### src/rtl/sys_bus_router.sv
// rtl/sys_bus_router.sv - registered, handshaked LSU-to-peripheral router with timeout and bus-error bookkeeping
module sys_bus_router #(
   parameter int                      N_SLAVES  = 4,
   parameter logic [8*N_SLAVES-1:0]   SLAVE_IDS = 32'h07_03_01_00,
   parameter int                      TIMEOUT   = 16
) (
   input  logic                      clk_i,
   input  logic                      resetn_i,
   input  logic                      req_i,
   input  logic                      we_i,
   input  logic [3:0]                be_i,
   input  logic [31:0]               addr_i,
   input  logic [31:0]               wd_i,
   output logic [31:0]               rd_o,
   output logic                      ready_o,
   output logic                      err_o,
   output logic [N_SLAVES-1:0]       s_req_o,
   output logic                      s_we_o,
   output logic [3:0]                s_be_o,
   output logic [31:0]               s_addr_o,
   output logic [31:0]               s_wd_o,
   input  logic [32*N_SLAVES-1:0]    s_rd_i,
   input  logic [N_SLAVES-1:0]       s_ready_i,
   output logic [7:0]                err_cnt_o,
   output logic [31:0]               err_addr_o
);

   typedef enum logic [1:0] {S_IDLE, S_ACCESS, S_WAIT, S_RESP} state_t;

   state_t                state_q, state_nx;
   logic [N_SLAVES-1:0]   hit_oh;
   logic [N_SLAVES-1:0]   sel_oh;
   logic                  sel_ready;
   logic [31:0]           sel_data;
   logic [31:0]           addr_q;
   logic [7:0]            cnt_q;
   logic                  go_resp;
   logic                  set_err;
   logic                  load_cnt;

   // Slot selection is kept one-hot so the ready/data muxes are plain AND-OR trees.
   always_comb begin
      hit_oh    = '0;
      sel_data  = '0;
      for (int k = 0; k < N_SLAVES; k++) begin
         hit_oh[k] = (addr_i[31:24] == SLAVE_IDS[8*k +: 8]);
         sel_data  = sel_data | (s_rd_i[32*k +: 32] & {32{sel_oh[k]}});
      end
      sel_ready = |(s_ready_i & sel_oh);
   end

   always_ff @(posedge clk_i or negedge resetn_i) begin
      if (!resetn_i) state_q <= S_IDLE;
      else           state_q <= state_nx;
   end

   always_comb begin
      state_nx = state_q;
      go_resp  = 1'b0;
      set_err  = 1'b0;
      load_cnt = 1'b0;
      case (state_q)
         S_IDLE: begin
            if (req_i) begin
               if (|hit_oh) begin
                  state_nx = S_ACCESS;
               end else begin
                  state_nx = S_RESP;
                  go_resp  = 1'b1;
                  set_err  = 1'b1;
               end
            end
         end
         S_ACCESS: begin
            if (sel_ready) begin
               state_nx = S_RESP;
               go_resp  = 1'b1;
            end else begin
               state_nx = S_WAIT;
               load_cnt = 1'b1;
            end
         end
         S_WAIT: begin
            // Ready wins over an expiring counter.
            if (sel_ready) begin
               state_nx = S_RESP;
               go_resp  = 1'b1;
            end else if (cnt_q == 8'd0) begin
               state_nx = S_RESP;
               go_resp  = 1'b1;
               set_err  = 1'b1;
            end
         end
         S_RESP:  state_nx = S_IDLE;
         default: state_nx = S_IDLE;
      endcase
   end

   always_ff @(posedge clk_i or negedge resetn_i) begin
      if (!resetn_i) begin
         rd_o       <= '0;
         ready_o    <= 1'b0;
         err_o      <= 1'b0;
         s_req_o    <= '0;
         s_we_o     <= 1'b0;
         s_be_o     <= '0;
         s_addr_o   <= '0;
         s_wd_o     <= '0;
         err_cnt_o  <= '0;
         err_addr_o <= '0;
         sel_oh     <= '0;
         addr_q     <= '0;
         cnt_q      <= '0;
      end else begin
         ready_o <= go_resp;
         err_o   <= go_resp & set_err;
         s_req_o <= (state_q == S_IDLE && req_i) ? hit_oh : '0;

         if (state_q == S_IDLE && req_i) begin
            s_we_o   <= we_i;
            s_be_o   <= be_i;
            s_addr_o <= {8'h00, addr_i[23:0]};
            s_wd_o   <= wd_i;
            addr_q   <= addr_i;
            sel_oh   <= hit_oh;
         end

         if (load_cnt)
            cnt_q <= 8'(TIMEOUT - 1);
         else if (state_q == S_WAIT && cnt_q != 8'd0)
            cnt_q <= cnt_q - 8'd1;

         if (go_resp)
            rd_o <= (!set_err && !s_we_o) ? sel_data : '0;
         else if (state_q == S_RESP)
            rd_o <= '0;

         // A decode miss errors in the capture cycle, so addr_q is not yet valid there.
         if (go_resp && set_err) begin
            if (err_cnt_o != 8'hFF) err_cnt_o <= err_cnt_o + 8'd1;
            err_addr_o <= (state_q == S_IDLE) ? addr_i : addr_q;
         end
      end
   end

endmodule

### config.mk
export PLATFORM = sky130hd
export DESIGN_NAME = sys_bus_router
export DESIGN_NICKNAME = d
export VERILOG_FILES = /design/src/rtl/sys_bus_router.sv
export SDC_FILE = /design/constraint.sdc
export NUM_CORES = 1
export LEC_CHECK = 0
export BUFFER_PORTS_ARGS = -buffer_cell sky130_fd_sc_hd__buf_2
export CELL_PAD_IN_SITES_DETAIL_PLACEMENT = 2
export CELL_PAD_IN_SITES_GLOBAL_PLACEMENT = 2
export CORE_ASPECT_RATIO = 1.5
export CORE_MARGIN = 8
export CORE_UTILIZATION = 25
export CTS_CLUSTER_SIZE = 30
export DETAILED_ROUTE_END_ITERATION = 12
export PLACE_DENSITY_LB_ADDON = 0.1
export SLEW_MARGIN = 20
export SYNTH_ARGS = -nofsm -noshare
export SYNTH_HDL_FRONTEND = slang
export SYNTH_SLANG_ARGS = --single-unit
### constraint.sdc
create_clock -name clk_i -period 1.95 [get_ports clk_i]
set_input_delay 0.39 -clock clk_i [delete_from_list [all_inputs] [get_ports clk_i]]
set_output_delay 0.39 -clock clk_i [all_outputs]
set_load 0.005 [all_outputs]
==> results of run 1 <==
## final cells by class
| cell class | count | area [um2] |
|---|---|---|
| fill | 3224 | 18900 |
| antenna | 2 | 5.00 |
| tap | 395 | 494 |
| sequential | 161 | 4030 |
| timing repair buffer | 395 | 2240 |
| inverter | 7 | 26.3 |
| clock inverter | 8 | 100 |
| clock buffer | 24 | 502 |
| multi-input combinational | 374 | 3030 |
## worst paths after layout
kind	start	endpoint	slack, ns	cells after the start
hold reg to reg	rd_o[23]	rd_o[23]	0.48	1
setup / recovery	cnt_q[1]	cnt_q[5]	0.08	6
setup reg to reg	cnt_q[1]	cnt_q[5]	0.08	6
max in group asynchronous	resetn_i	cnt_q[7]	0.81	3
min in group asynchronous	resetn_i	s_wd_o[20]	0.43	2
hold / removal	wd_i[26]	s_wd_o[26]	0.17	2
## routing by layer
metal,global-route usage (%),vias up,share of wire (%)
met1,17.2,3161,38
met5,0,-,0.22
met4,6.84,8,2.1
met2,28.9,258,51
li1,-,2920,-
met3,6.37,43,8.7
## cells in the final DEF, fill, tap and decap left out, types with 5 or more instances in the layout
cell type,synthesis,final
clkbuf_8,0,5
a21oi_1,34,33
clkbuf_16,0,17
nor2_1,45,45
dfrtp_1,161,161
buf_2,2,341
nand3_1,7,7
a221oi_1,32,32
ha_1,7,5
a22o_1,32,32
conb_1,1,8
mux2i_1,32,32
buf_12,0,8
nand2_1,17,15
mux2_2,69,69
o2bb2ai_1,32,31
xnor2_1,6,6
xor2_1,6,6
buf_4,35,40
inv_1,7,6
## kinds of logic (layout without fill, tap and decap cells)
logic type / count (synthesis) / after routing / synth area share, %
flip-flops: 161 / 161 / 54.4
multiplexers: 103 / 103 / 15.1
AO/OA/AOI/OAI: 148 / 148 / 15.7
buffers and inverters: 81 / 434 / 5.92
XOR/XNOR: 12 / 12 / 1.42
other: 1 / 10 / 0.0507
adder cells (fa/ha/maj): 7 / 7 / 1.18
AND/OR/NAND/NOR: 96 / 96 / 6.19
## registers in the layout (all words and copies together), names as in the netlist
name	flops
addr_q	32
err_addr_o	32
rd_o	32
s_wd_o	32
cnt_q	8
err_cnt_o	8
s_be_o	4
s_req_o	4
sel_oh	4
state_q	2
err_o	1
ready_o	1
s_we_o	1
## timing repair
item | 4_1_cts | 5_1_grt
gates cloned | 0 | 0
endpoints found under the hold margin | 31 | 0
hold buffers | 1 | 0
buffers inserted | 0 | 5
resized for setup | 4 | 12
endpoints found under the setup margin | 61 | 90
pin swaps | 0 | 2
## where the power goes
group | switching (W) | total, W | internal [W]
Sequential | 0.000676 | 0.00522 | 0.00455
Combinational | 0.00261 | 0.00533 | 0.00272
Clock | 0.00140 | 0.00346 | 0.00206
## metrics by stage
stage,setup slack (ns),utilization [%]
2_1_floorplan,-0.0571,-
3_3_place_gp,-0.210,33.1
3_5_place_dp,-0.296,33.1
4_1_cts,0.0190,35.3
5_1_grt,-0.0131,35.6
6_report,0.0796,35.6
==> reports/metrics.yaml, run 1 <==
timing_worst_setup_path_type: "flop to flop"
synthMostInstantiatedCell: "dfrtp_1"
drt_iter0_drc: 130
ant_nets: 0
post_route_cells_drive_above_1_share_pct: 52.7
die_height_um: 227
mappedNetlistArea_um2: 7400
skew_ns: 0.0105
worst_ir_drop_vdd_v: 0.000657
first_global_vias: 7132
clock_tree_from_tritoncts: "done"
setup_viol: 0
syn_inst: 609
final_period_minus_worst_setup_slack_ns: 1.87
drt_pre_antenna_iters: 4
cellPowerDensity_nw_per_um2: 1340
chipWidth_um: 157
post_dp_cell_area_um2: 9700
synth_largest_area_cell: "dfrtp_1"
yosys_register_bits: 161
maxSlewViolCount: 0
leakage_power_summed_over_all_cells_nw: 4.99
critical_path.max_fanout: 2
place.port_buffers: 342
final_cell_area_um2: 10400
htreeDepth: 4
cpLargestDelayFamily: "simple AND/OR/NAND/NOR gates"
path_clk_slew_ns: 0.07
placeableCoreArea_um2: 29300
num_vias: 6390
maxCapViolCount: 0
timing.critical_path.slowest_stage_cell: "or3_1"
drt-vias-per-instance: 4.68
fin_setup_tns_ns: 0
most_used_dff_post_synth: "dfrtp_1"
root_buffer: "clkbuf_16"
synth.area.top_cells: "dfrtp_1 54%, mux2_2 10%, mux2i_1 4.3%"
worst_skew_pair.late_latency_ns: 0.44
hold_class: "input pin to flop"
worstPathArrival_ns: 2.18
cts_sinks: 161
outcome: "completed"
grt_usage_pct: 16.4
yosys.cell_types.count: 49
report.power.total_w: 0.0140
post-place-cells: 1326
clock_tree.buffer_depth: 2
synth-edff-count: 0
final_hold_viol_count: 0
ys.warnings.count: 0
drc: 0
cp-end-kind: "flop"
post_dp_hpwl_um: 23100
clock.fmax_mhz: 535
cp.buffers_inverters: 1
wl_per_cell_um: 21.4
floorplan.initialDensity_pct: 25.3
critPathMostFrequentCell: "or3_1"
fin_nets: 1167
grt_pass1_wl_um: 43600
critical_path.cell_chain: "buf_4, or3_1, a211o_1, or3_1, xor2_1, nor2_1"
finalCritPeriodShare_pct: 95.9
grt_setup_unrepaired: "true"
gpl.final_weighted_congestion: 0.811
tritoncts.num_buffers: 17
placement_rows: 77
grt_start_max_net_pins: 60
synth_common_cells: "161 x dfrtp_1, 69 x mux2_2, 45 x nor2_1"
ys_async_sr_fraction_pct: 100
ioPinCount: 351
totalWireLength_um: 29300
critPathMaxStageDelay_ns: 0.39
yosys.area.top_type_share_pct: 54.4
flow.area_growth_from_synthesis_pct: 40.8
die_outline_area_um2: 35500
critical_path_required_ns: 2.26
number_of_antenna_violations_at_the_first_check_in_global_routing: 7
worstSetupStartpointType: "flop"
hold-worst-slack_ns: 0.173
layout.cells.non_filler: 1366
gr-total-overflow: 0
syn_area_per_cell_um2: 12.2
yosysSeqAreaShare_pct: 54.4
Note: power is estimated with default switching activity, not from simulation.
==> inputs of run 2 (changes only) <==
--- a/config.mk
+++ b/config.mk
@@ -14,6 +14,7 @@
 export CTS_CLUSTER_SIZE = 30
 export DETAILED_ROUTE_END_ITERATION = 12
 export PLACE_DENSITY_LB_ADDON = 0.1
+export SETUP_SLACK_MARGIN = 0.2
 export SLEW_MARGIN = 20
 export SYNTH_ARGS = -nofsm -noshare
 export SYNTH_HDL_FRONTEND = slang
==> run 2 against run 1 <==
Against the previous run: die area is the same; flip-flop and latch count is the same; non-clock buffer count up 30; combinational power grew 26%; final cell count increased by 2.3%; sequential power is 3% higher; setup slack got worse by 0.022 ns; critical path depth is 1 higher; maximum frequency decreased by 1.2%; critical path type unchanged.
==> reports/metrics.yaml, run 2 (synthesis gave the netlist of run 1 again) <==
outcome: "completed"  # unchanged
timing.max_slew.rel_slack_pct: 62.0
gr-total-overflow: 0  # unchanged
maxCapViolCount: 0  # unchanged
min_from: "wd_i[21]"  # was wd_i[26]
critPathMaxStageDelay_ns: 0.42  # was 0.39 ns
ant_nets: 0  # unchanged
nFillCells: 3194  # was 3,224
placement_rows: 77  # unchanged
grt_pass1_wl_um: 44300  # was 43,600 um
place.port_buffers: 342  # unchanged
cp.buffers_inverters: 3  # was 1
die_outline_area_um2: 35500  # unchanged
final_hold_viol_count: 0  # unchanged
drt-vias-per-instance: 4.67  # was 4.68
drc: 0  # unchanged
totalWireLength_um: 30500  # was 29,300 um
grt_usage_pct: 16.4  # about the same
grt_start_max_net_pins: 68  # was 60
setup_viol: 0  # unchanged
drt_pre_antenna_iters: 4  # unchanged
layout.cells.non_filler: 1397  # was 1,366
timing_worst_setup_path_type: "flop to flop"  # unchanged
critical_path_required_ns: 2.28  # was 2.26 ns
first_global_vias: 7311  # was 7,132
cts_sinks: 161  # unchanged
clock_tree_from_tritoncts: "done"  # unchanged
tritoncts.num_buffers: 17  # unchanged
cpLargestDelayFamily: "buffers and inverters"  # was simple AND/OR/NAND/NOR gates
hold_class: "input pin to flop"  # unchanged
mostFrequentLayoutCells: "341 x buf_2, 159 x dfrtp_1, 69 x mux2_2, 50 x buf_4"  # was 341 x buf_2, 161 x dfrtp_1, 69 x mux2_2, 45 x nor2_1, 40 x buf_4
internal_power_w: 0.0100  # was 0.00932 W
final_period_minus_worst_setup_slack_ns: 1.89  # was 1.87 ns
power_frac_comb_pct: 43.5  # was 38.0%
clock_tree.buffer_depth: 2  # unchanged
wl_per_cell_um: 21.8  # was 21.4 um
worstSetupStartpointType: "flop"  # unchanged
p_sw_w: 0.00537  # was 0.00469 W
gpl.final_weighted_congestion: 0.794  # was 0.811
fin_setup_tns_ns: 0  # unchanged
layout_commonest_cell: "buf_2"  # unchanged
flow.area_growth_from_synthesis_pct: 53.8  # was 40.8%
relative_contribution_of_sequential_cells_to_total_power_pct: 34.8  # was 37.3%
path_clk_slew_ns: 0.07  # about the same
skew_ns: 0.00943  # was 0.0105 ns
critPathMostFrequentCell: "buf_4"  # was or3_1
crit_start: "state_q[0]"  # was cnt_q[1]
worst_skew_pair.late_latency_ns: 0.44  # about the same
placeableCoreArea_um2: 29300  # unchanged
root_buffer: "clkbuf_16"  # unchanged
post-place-cells: 1329  # was 1,326
power.clock.fraction_pct: 21.7  # was 24.7%
finalCritPeriodShare_pct: 97.0  # was 95.9%
critical_path.cell_chain: "buf_4, ha_4, buf_4, o32ai_4, buf_6, and2_4, mux2_4"  # was buf_4, or3_1, a211o_1, or3_1, xor2_1, nor2_1
post_dp_hpwl_um: 22000  # was 23,100 um
drt_iter0_drc: 134  # was 130
maxSlewViolCount: 0  # unchanged
cp-end-kind: "flop"  # unchanged
worstPathArrival_ns: 2.22  # was 2.18 ns
switching_part_of_the_total_power_pct: 34.8  # was 33.5%
die_height_um: 227  # unchanged
worstMarginPinSlew_ns: 0.570
floorplan.initialDensity_pct: 25.3  # unchanged
cellPowerDensity_nw_per_um2: 1350  # was 1340 nW/um2
clock.fmax_mhz: 528  # was 535 MHz
chipWidth_um: 157  # unchanged
grt_setup_unrepaired: "true"  # unchanged
num_vias: 6525  # was 6,390
critical_path.max_fanout: 4  # was 2
post_route_cells_drive_above_1_share_pct: 62.1  # was 52.7%
timing.critical_path.slowest_stage_cell: "dfrtp_2"  # was or3_1
number_of_antenna_violations_at_the_first_check_in_global_routing: 3  # was 7
worst_ir_drop_vdd_v: 0.000663  # was 0.000657 V
leakage_power_summed_over_all_cells_nw: 5.31  # was 4.99 nW
fin_nets: 1197  # was 1,167
reg2reg_start: "state_q[0]"  # was cnt_q[1]
ioPinCount: 351  # unchanged
htreeDepth: 4  # unchanged
run 2: changes by cell type in the layout (fill, tap and decap cells not counted), moves of 12 or more:
cell | before | now
o2bb2ai_2 | 1 | 16
a21oi_2 | 1 | 18
o2bb2ai_1 | 31 | 12
nor2_4 | 0 | 12
nor2_1 | 45 | 26
a21oi_1 | 33 | 16
run 2: path summary, 6_finish.rpt:
| kind | end | depth (start not counted) | slack (ns) |
|---|---|---|---|
| setup / recovery | err_cnt_o[1] | 7 | 0.06 |
| hold / removal | s_wd_o[21] | 2 | 0.17 |
| setup reg to reg | err_cnt_o[1] | 7 | 0.06 |
| hold reg to reg | rd_o[18] | 1 | 0.48 |
| max in group asynchronous | addr_q[12] | 3 | 0.87 |
| min in group asynchronous | rd_o[6] | 2 | 0.44 |
run 2: timing repair:
| item | in CTS | in global routing |
|---|---|---|
| cloned | 4 | 7 |
| setup buffers | 11 | 10 |
| gates resized for setup | 45 | 85 |
| hold buffers | 1 | 0 |
| setup endpoints to repair | 78 | 98 |
| endpoints found under the hold margin | 37 | 0 |
| pin swaps | 7 | 13 |
run 2: per-layer routing:
layer  vias to the layer above  global-route usage, %  share of wire (%)
met5                         -                      0                  0
li1                       2975                      -                  -
met2                       246                   28.9                 53
met3                        34                   5.06                7.2
met4                         0                   7.22                2.5
met1                      3270                   17.9                 38
run 2: metrics by stage:
step	instance area, um2	total power [W]	setup slack, ns	hold slack [ns]	utilization (%)
floorplan	7510	0.00838	0.0163	0.0944	-
global placement	9760	0.0106	-0.193	0.348	33.3
detailed placement	9760	0.0107	-0.232	0.351	33.3
CTS	10700	0.0148	0.0626	0.143	36.6
global route	11400	0.0164	-0.0201	0.160	38.9
finish	11400	0.0154	0.0577	0.172	38.9
run 2: final cells by class:
| cell class | count | area, um2 | share of cell area [%] |
|---|---|---|---|
| Timing Repair Buffer | 425 | 2720 | 23.9 |
| Inverter | 7 | 26.3 | 0.231 |
| Clock buffer | 22 | 464 | 4.08 |
| Multi-Input combinational cell | 374 | 3530 | 31.0 |
| Tap cell | 395 | 494 | 4.34 |
| Antenna cell | 3 | 7.51 | 0.0659 |
| Clock inverter | 10 | 110 | 0.967 |
| Sequential cell | 161 | 4030 | 35.4 |
run 2: power by group through the flow:
stage                     registers, W  clock network [W]  logic (W)
after CTS                      0.00532            0.00351    0.00598
final                          0.00536            0.00335    0.00670
after detailed placement       0.00531                  0    0.00542
after global routing           0.00554            0.00360    0.00731
after global placement         0.00525                  0    0.00532
after floorplan                0.00528                  0    0.00311
run 2: worst register-to-register path: cells and delay by family, from the launching register on:
| kind | cells | cell delay, ns |
|---|---|---|
| buffers and inverters | 3 | 0.45 |
| DFF | 1 | 0.42 |
| AOI/OAI and AO/OA | 1 | 0.31 |
| muxes | 1 | 0.29 |
| and+or+nand+nor | 1 | 0.16 |
| adders and majority gates | 1 | 0.14 |
==> inputs of run 3 (changes only) <==
--- a/config.mk
+++ b/config.mk
@@ -11,6 +11,7 @@
 export CORE_ASPECT_RATIO = 1.5
 export CORE_MARGIN = 8
 export CORE_UTILIZATION = 25
+export CTS_BUF_LIST = sky130_fd_sc_hd__clkbuf_8 sky130_fd_sc_hd__clkbuf_16
 export CTS_CLUSTER_SIZE = 30
 export DETAILED_ROUTE_END_ITERATION = 12
 export PLACE_DENSITY_LB_ADDON = 0.1
==> run 3 against run 2 <==
Against the previous run: highest routed layer unchanged; largest cell class unchanged; global-route usage unchanged; first-iteration DRC count is 6.7% higher; clock-buffer cell count decreased by 3; critical path type unchanged; power fell by 0.21%.
==> reports/metrics.yaml, run 3 (synthesis gave the netlist of run 1 again) <==
ioPinCount: 351  # unchanged
root_buffer: "clkbuf_16"  # unchanged
first_global_vias: 7311  # unchanged
cts_sinks: 161  # unchanged
placeableCoreArea_um2: 29300  # unchanged
gpl.final_weighted_congestion: 0.794  # unchanged
grt_pass1_wl_um: 44300  # unchanged
critical_path.max_fanout: 4  # unchanged
drc: 0  # unchanged
outcome: "completed"  # unchanged
totalWireLength_um: 30500  # about the same
worst_ir_drop_vdd_v: 0.000662  # was 0.000663 V
place.port_buffers: 342  # unchanged
fin_nets: 1197  # unchanged
worstMarginPinSlew_ns: 0.570  # about the same
tritoncts.num_buffers: 17  # unchanged
chipWidth_um: 157  # unchanged
grt_start_max_net_pins: 68  # unchanged
mostFrequentLayoutCells: "341 x buf_2, 159 x dfrtp_1, 69 x mux2_2, 50 x buf_4"  # unchanged
maxCapViolCount: 0  # unchanged
timing.max_slew.rel_slack_pct: 62.0  # about the same
post_dp_hpwl_um: 22000  # unchanged
maxSlewViolCount: 0  # unchanged
clock_tree_from_tritoncts: "done"  # unchanged
gr-total-overflow: 0  # unchanged
clock_tree.buffer_depth: 2  # unchanged
leakage_power_summed_over_all_cells_nw: 5.32  # was 5.31 nW
final_hold_viol_count: 0  # unchanged
grt_usage_pct: 16.4  # unchanged
num_vias: 6519  # was 6,525
worstPathArrival_ns: 2.22  # about the same
final_cell_area_um2: 11400  # about the same
fin_setup_tns_ns: 0  # unchanged
drt_iter0_drc: 143  # was 134
cellPowerDensity_nw_per_um2: 1350  # about the same
timing_worst_setup_path_type: "flop to flop"  # unchanged
die_height_um: 227  # unchanged
flow.area_growth_from_synthesis_pct: 53.7  # was 53.8%
htreeDepth: 4  # unchanged
worst_skew_pair.late_latency_ns: 0.44  # about the same
die_outline_area_um2: 35500  # unchanged
worstSetupStartpointType: "flop"  # unchanged
cp-end-kind: "flop"  # unchanged
grt_setup_unrepaired: "true"  # unchanged
number_of_antenna_violations_at_the_first_check_in_global_routing: 3  # unchanged
drt_pre_antenna_iters: 4  # unchanged
critical_path_required_ns: 2.28  # about the same
clock.fmax_mhz: 528  # about the same
path_clk_slew_ns: 0.07  # about the same
floorplan.initialDensity_pct: 25.3  # unchanged
wl_per_cell_um: 21.8  # about the same
setup_viol: 0  # unchanged
drt-vias-per-instance: 4.67  # about the same
placement_rows: 77  # unchanged
ant_nets: 0  # unchanged
final_period_minus_worst_setup_slack_ns: 1.89  # about the same
skew_ns: 0.00890  # was 0.00943 ns
post_dp_cell_area_um2: 9760  # unchanged
hold_class: "input pin to flop"  # unchanged
post_route_cells_drive_above_1_share_pct: 62.0  # was 62.1%
layout_commonest_cell: "buf_2"  # unchanged
finalCritPeriodShare_pct: 97.1  # was 97.0%
run 3: routing by layer:
layer,wire length (um),part of all wire [%],track usage (%),vias to the layer above
met5,0,0,0,-
met4,750,2.5,7.22,0
met3,2200,7.2,5.06,34
met2,16000,53,28.9,246
met1,11500,38,17.9,3267
li1,-,-,-,2972
run 3: worst paths after layout:
kind	slack, ns	startpoint	to	cells after the start
max	0.06	state_q[0]	err_cnt_o[1]	7
min	0.17	wd_i[21]	s_wd_o[21]	2
max reg2reg	0.06	state_q[0]	err_cnt_o[1]	7
min reg2reg	0.48	rd_o[18]	rd_o[18]	1
max in group asynchronous	0.87	resetn_i	addr_q[12]	3
min in group asynchronous	0.44	resetn_i	rd_o[6]	2
run 3: where the power goes:
part,switching [W],internal (W),total (W)
sequential,0.000807,0.00455,0.00536
combinational,0.00314,0.00354,0.00668
clock,0.00141,0.00193,0.00334
total,0.00536,0.0100,0.0154
run 3: layout make-up:
class | count | area (um2)
clock inverters | 13 | 121
diodes | 3 | 7.51
well taps | 395 | 494
repair buffers | 425 | 2720
multi-input cells | 374 | 3520
flip-flops and latches | 161 | 4030
clock buffers | 19 | 453
inverters | 7 | 26.3
fillers | 3201 | 17900
run 3: stage by stage:
step	utilization [%]	instances	setup WS [ns]	total power, W	hold slack (ns)
2_1_floorplan	-	616	0.0163	0.00838	0.0944
3_3_place_gp	33.3	1329	-0.193	0.0106	0.348
3_5_place_dp	33.3	1329	-0.232	0.0107	0.351
4_1_cts	36.6	1377	0.0626	0.0148	0.143
5_1_grt	38.9	1397	-0.0201	0.0164	0.160
6_report	38.9	1397	0.0571	0.0154	0.173
run 3: worst max-delay path, cell delays in order, from the launching register on:
cell	delay, ns
dfrtp_2	0.42
buf_4	0.14
ha_4	0.14
buf_4	0.14
o32ai_4	0.31
buf_6	0.17
and2_4	0.16
mux2_4	0.29
run 3: timing repair:
action / 4_1_cts / 5_1_grt
endpoints found under the setup margin: 78 / 98
buffers inserted: 11 / 10
pin swaps: 7 / 13
hold buffers: 1 / 0
hold endpoints to repair: 37 / 0
gates resized for setup: 45 / 83
gates cloned: 4 / 7
